File: src/rtl/conv_pkg.sv
// Shared constants and types for the 9x9 convolution engine and its frame serializer.
// Define CONV_SER_CROP_EN to stream only the interior window (border pixels dropped).
package conv_pkg;

    localparam int ROWS    = 9;
    localparam int COLS    = 9;
    localparam int PIX_W   = 8;
    localparam int FRAME_W = ROWS * COLS * PIX_W;

    typedef enum logic {
        S_IDLE   = 1'b0,
        S_STREAM = 1'b1
    } ser_state_t;

    // Border width removed from each edge; the zero-padded 3x3 kernel corrupts one pixel.
`ifdef CONV_SER_CROP_EN
    localparam int CROP = 1;
`else
    localparam int CROP = 0;
`endif

    localparam int R0 = CROP;
    localparam int R1 = ROWS - 1 - CROP;
    localparam int C0 = CROP;
    localparam int C1 = COLS - 1 - CROP;

endpackage

File: src/rtl/conv_raster_cnt.sv
// Row/column raster counter over a window [R0..R1] x [C0..C1] with sof/eol/last flags.
// i_start loads the window origin; i_adv steps one pixel and wraps to the origin after the last.
module conv_raster_cnt
    import conv_pkg::*;
#(
    parameter int RW = 4,
    parameter int CW = 4,
    parameter int R0 = 0,
    parameter int R1 = 8,
    parameter int C0 = 0,
    parameter int C1 = 8
) (
    input  logic          clk,
    input  logic          rst,
    input  logic          i_start,
    input  logic          i_adv,
    output logic [RW-1:0] o_row,
    output logic [CW-1:0] o_col,
    output logic          o_sof,
    output logic          o_eol,
    output logic          o_last
);

    logic [RW-1:0] r_row;
    logic [CW-1:0] r_col;
    logic          w_eol;
    logic          w_last;

    assign w_eol  = (r_col == CW'(C1));
    assign w_last = w_eol && (r_row == RW'(R1));

    // Wrapping on the last pixel keeps the index inside the frame at all times.
    always_ff @(posedge clk) begin
        if (rst) begin
            r_row <= '0;
            r_col <= '0;
        end else if (i_start) begin
            r_row <= RW'(R0);
            r_col <= CW'(C0);
        end else if (i_adv) begin
            if (w_last) begin
                r_row <= RW'(R0);
                r_col <= CW'(C0);
            end else if (w_eol) begin
                r_row <= r_row + RW'(1);
                r_col <= CW'(C0);
            end else begin
                r_col <= r_col + CW'(1);
            end
        end
    end

    assign o_row  = r_row;
    assign o_col  = r_col;
    assign o_sof  = (r_row == RW'(R0)) && (r_col == CW'(C0));
    assign o_eol  = w_eol;
    assign o_last = w_last;

endmodule

File: src/rtl/conv_frame_serializer.sv
// Captures a packed convolution result frame and streams it one pixel per cycle in raster order.
// Build option CONV_SER_CROP_EN (via conv_pkg) restricts the stream to the interior window.
module conv_frame_serializer #(
    parameter int ROWS  = conv_pkg::ROWS,
    parameter int COLS  = conv_pkg::COLS,
    parameter int PIX_W = conv_pkg::PIX_W
) (
    input  logic                       clk,
    input  logic                       rst,
    input  logic                       img_valid,
    input  logic [ROWS*COLS*PIX_W-1:0] img_data,
    output logic                       img_ready,
    output logic                       m_valid,
    input  logic                       m_ready,
    output logic [PIX_W-1:0]           m_data,
    output logic                       m_sof,
    output logic                       m_eol,
    output logic                       m_last,
    output logic                       busy,
    output logic                       drop,
    output conv_pkg::ser_state_t       dbg_state
);
    import conv_pkg::*;

    // Handshakes: a transfer happens on a rising edge where valid && ready; the source holds
    // data and markers stable while valid is high and ready is low.
    localparam int FW    = ROWS * COLS * PIX_W;
    localparam int RW    = $clog2(ROWS);
    localparam int CW    = $clog2(COLS);
    localparam int IDX_W = $clog2(ROWS * COLS);
    localparam int OFF_W = $clog2(FW);
    localparam int LR0   = CROP;
    localparam int LR1   = ROWS - 1 - CROP;
    localparam int LC0   = CROP;
    localparam int LC1   = COLS - 1 - CROP;

    ser_state_t      r_state;
    ser_state_t      w_state_nxt;
    logic [FW-1:0]   r_frame;
    logic            r_drop;
    logic            w_capture;
    logic            w_beat;
    logic            w_streaming;
    logic [RW-1:0]   w_row;
    logic [CW-1:0]   w_col;
    logic            w_sof;
    logic            w_eol;
    logic            w_last;
    logic [IDX_W-1:0] w_pix_idx;
    logic [OFF_W-1:0] w_off;

    assign w_streaming = (r_state == S_STREAM);
    assign img_ready   = (r_state == S_IDLE);
    assign w_capture   = img_valid && img_ready;
    assign w_beat      = w_streaming && m_ready;

    always_ff @(posedge clk) begin
        if (rst) begin
            r_state <= S_IDLE;
        end else begin
            r_state <= w_state_nxt;
        end
    end

    always_comb begin
        w_state_nxt = r_state;
        case (r_state)
            S_IDLE:   if (img_valid) w_state_nxt = S_STREAM;
            S_STREAM: if (m_ready && w_last) w_state_nxt = S_IDLE;
            default:  w_state_nxt = S_IDLE;
        endcase
    end

    // The frame register only loads on capture, so later img_data activity is invisible.
    always_ff @(posedge clk) begin
        if (w_capture) begin
            r_frame <= img_data;
        end
    end

    always_ff @(posedge clk) begin
        if (rst) begin
            r_drop <= 1'b0;
        end else if (img_valid && !img_ready) begin
            r_drop <= 1'b1;
        end
    end

    conv_raster_cnt #(
        .RW (RW),
        .CW (CW),
        .R0 (LR0),
        .R1 (LR1),
        .C0 (LC0),
        .C1 (LC1)
    ) u_cnt (
        .clk     (clk),
        .rst     (rst),
        .i_start (w_capture),
        .i_adv   (w_beat),
        .o_row   (w_row),
        .o_col   (w_col),
        .o_sof   (w_sof),
        .o_eol   (w_eol),
        .o_last  (w_last)
    );

    assign w_pix_idx = IDX_W'(w_row) * IDX_W'(COLS) + IDX_W'(w_col);
    assign w_off     = OFF_W'(w_pix_idx) * OFF_W'(PIX_W);

    // Data and markers read as zero outside STREAM so idle counter values never leak out.
    assign m_valid   = w_streaming;
    assign m_data    = w_streaming ? r_frame[w_off +: PIX_W] : '0;
    assign m_sof     = w_streaming && w_sof;
    assign m_eol     = w_streaming && w_eol;
    assign m_last    = w_streaming && w_last;
    assign busy      = w_streaming;
    assign drop      = r_drop;
    assign dbg_state = r_state;

endmodule

File: config.mk
export PLATFORM = sky130hd
export DESIGN_NAME = conv_frame_serializer
export DESIGN_NICKNAME = d
export VERILOG_FILES = /design/src/rtl/conv_pkg.sv /design/src/rtl/conv_raster_cnt.sv /design/src/rtl/conv_frame_serializer.sv
export SDC_FILE = /design/constraint.sdc
export NUM_CORES = 1
export LEC_CHECK = 0
export ABC_AREA = 0
export CAP_MARGIN = 20
export CORE_AREA = 4 4 259 261
export CTS_BUF_LIST = sky130_fd_sc_hd__clkbuf_8
export DETAILED_ROUTE_END_ITERATION = 6
export DIE_AREA = 0 0 263 265
export GPL_ROUTABILITY_DRIVEN = 0
export PLACE_DENSITY_LB_ADDON = 0.08
export SETUP_SLACK_MARGIN = 0.4
export SYNTH_ARGS = -nofsm -noshare
export SYNTH_HDL_FRONTEND = slang
export SYNTH_SLANG_ARGS = --single-unit
File: constraint.sdc
create_clock -name clk -period 17.9 [get_ports clk]
set_input_delay 1.79 -clock clk [delete_from_list [all_inputs] [get_ports clk]]
set_output_delay 1.79 -clock clk [all_outputs]
set_load 0.05 [all_outputs]
==> impl_metrics.json <==
{
  "status": "complete, no violations",
  "pwr-share-clk_pct": 37.4,
  "seq_area_frac_synth_pct": 77.4,
  "die_w_um": 263,
  "min_period_ns": 7.67,
  "antenna_found_initial": 46,
  "cts_buffer_depth": 3,
  "hp-class": "reg -> reg",
  "internal_power_mw": 2.64,
  "combPwrFrac_pct": 8.8,
  "post_cts_buffers": 0,
  "totalWireLength_mm": 79.4,
  "synth_cell_type_count": 50,
  "synth_edf_count": 648,
  "r2r_cells": 5,
  "ctsResizeCount": 0,
  "grt_pass1_wl_mm": 111,
  "r2r-end": "r_frame[41]",
  "dp_slack_ns": 10.45,
  "placement_rows": 93,
  "yosysMostFrequentCell": "edfxtp_1",
  "cts_max_level": 3,
  "worst-endpoint-arrival_ns": 5.88,
  "postRouteAntennaNets": 0,
  "io_pins": 668,
  "synth_flop_cell": "edfxtp_1",
  "core-area_sq_um": 64500,
  "grt_pass1_vias": 16126,
  "leakage_nw": 11.7,
  "finalCritPeriodShare_pct": 42.8,
  "grt_use_total_pct": 22.2,
  "clock-sinks": 658,
  "avgSynthCellArea_sq_um": 22.4,
  "finalMaxSlewViolations": 0,
  "die-area_sq_um": 69700,
  "drt-pass1-iter-count": 5,
  "drt-vias-per-instance": 5.09,
  "min_to": "u_cnt.o_col[1]",
  "min_delay_path_depth": 2,
  "fp.dieH_um": 265,
  "synthTopCellsByArea": "edfxtp_1 (77%), mux4_2 (14%), a22oi_1 (2.0%), mux2i_1 (0.91%), dfxtp_1 (0.79%)",
  "clock_latency_ns": 0.70,
  "initial_core_util_pct": 39.4,
  "timing.hold.ws_ns": 0.533,
  "critPathRequiredTime_ns": 16.11,
  "vias": 14559,
  "nets": 2545,
  "cts-root-buf": "clkbuf_8",
  "dpl_cell_area_sq_um": 33000,
  "drc_errors": 0,
  "crit_type": "reg -> out",
  "rsz0062_at_grt": "no",
  "cts_inserted_buffers": 110,
  "p_per_area_nw_per_um2": 95.7,
  "max_freq_mhz": 130,
  "pwr-share-seq_pct": 53.8,
  "drt-initial-drc-count": 1309,
  "dp.final_hpwl_mm": 58.9,
  "r2r_slack_ns": 13.77,
  "area_growth_pct": 39.2,
  "worst_pin_slew_ns": 1.06,
  "switching_share_pct": 21.8,
  "ys_seq_elements": 658,
  "cts_tree": "done",
  "min-delay-start": "u_cnt.o_col[1]",
  "p_sw_mw": 0.739,
  "ys_warn_count": 0,
  "critPathLaunchType": "flop",
  "syn_nets": 1800,
  "synthTopCellsByCount": "edfxtp_1 (648), mux4_2 (158), a22oi_1 (68)",
  "end_kind": "output pin",
  "hold_viol": 0,
  "finalSetupViolations": 0,
  "grt_start_max_net_pins": 134,
  "clk_pin_slew_ns": 0.06,
  "yosysTopAreaCellShare_pct": 76.6,
  "synthCells": 1132,
  "portBuffers": 667,
  "syn_area_sq_um": 25400,
  "grt-ovfl-total": 0,
  "final.setup_skew_ns": 0.0393,
  "drive_gt1_share_pct": 17.3,
  "cap_violations": 0,
  "peakVddDrop_mv": 0.0596,
  "layout_setup_ws_ns": 10.23,
  "max_slew_margin_pct": 29.1,
  "synth-async-reset-ratio_pct": 0,
  "yosysTopAreaCell": "edfxtp_1",
  "tns_ns": 0,
  "post-route-cell-area_sq_um": 35400,
  "cts_hold_buf": 0,
  "timing.rr.start": "busy",
  "path_max_fanout": 51,
  "wire_per_inst_um": 27.7
}
placed cells by master, fill, tap and decap left out, types with 14 or more instances in the layout:
master,netlist,routed
clkdlybuf4s50_1,0,667
edfxtp_1,648,648
mux4_2,158,158
clkbuf_8,0,114
a22oi_1,68,68
nand2_1,36,36
diode_2,0,35
clkinv_1,0,35
inv_1,8,32
mux2i_1,23,23
clkinv_2,0,22
nor2_1,16,15
nand3_1,14,14
registers in the layout (all words and copies together), names as in the netlist:
name,flops
u_cnt.o_row,4
r_frame,648
busy,1
u_cnt.o_col,4
drop,1
worst max path at each step:
stage | from | endpoint | slack [ns] | cells after the start
2_1_floorplan | img_valid | u_cnt.o_col[0] | 1.85 | 5
3_3_place_gp | u_cnt.o_row[0] | m_data[3] | 10.45 | 8
3_5_place_dp | u_cnt.o_row[0] | m_data[3] | 10.45 | 8
4_1_cts | u_cnt.o_row[0] | m_data[3] | 9.63 | 8
5_1_grt | u_cnt.o_row[0] | m_data[3] | 9.78 | 9
6_report | u_cnt.o_row[0] | m_data[3] | 10.23 | 9
power by group through the flow:
stage	Combinational [mW]	Clock, mW	Sequential, mW
6_report	0.299	1.26	1.82
5_1_grt	0.317	1.38	1.82
2_1_floorplan	0.106	0	1.89
4_1_cts	0.299	1.30	1.82
3_3_place_gp	0.295	0	1.85
3_5_place_dp	0.297	0	1.85
final cells by class:
class	instances	area, sq um
Multi-Input combinational cell	412	5450
Clock buffer	114	1570
Fill cell	5135	29100
Clock inverter	92	528
Inverter	8	37.5
Timing Repair Buffer	687	6960
Sequential cell	658	19700
Tap cell	855	1070
Antenna cell	35	87.6
kinds of logic after synthesis:
family,Yosys count,share of synthesized area [%]
flip-flops,658,77.4
multiplexers,182,15.0
AO/OA/AOI/OAI,116,3.37
AND/OR/NAND/NOR,87,1.64
buffers and inverters,62,1.33
adder cells (fa/ha/maj),16,0.818
XOR/XNOR,11,0.483
worst max-delay path: stages (launching register included):
cell             delay (ns)
dfxtp_1                0.40
ha_4                   0.71
buf_4                  0.85
buf_4                  0.40
buf_16                 0.34
mux4_2                 0.54
mux4_2                 0.48
a22oi_1                0.33
o32ai_1                0.21
clkdlybuf4s50_1        0.85
metrics by stage:
| step | util (%) | power [mW] | instances |
|---|---|---|---|
| 5_1_grt | 54.8 | 3.52 | 2854 |
| 2_1_floorplan | - | 2.00 | 1132 |
| 6_report | 54.8 | 3.38 | 2861 |
| 3_3_place_gp | 51.2 | 2.14 | 2612 |
| 4_1_cts | 54.5 | 3.42 | 2821 |
| 3_5_place_dp | 51.2 | 2.15 | 2615 |
per-layer routing:
metal	track usage (%)	routed length (um)
met1	26.7	30000
met2	37.4	41700
met3	6.90	5690
met4	8.87	1890
met5	0	153
No activity file was read; power rests on OpenSTA's default activity.
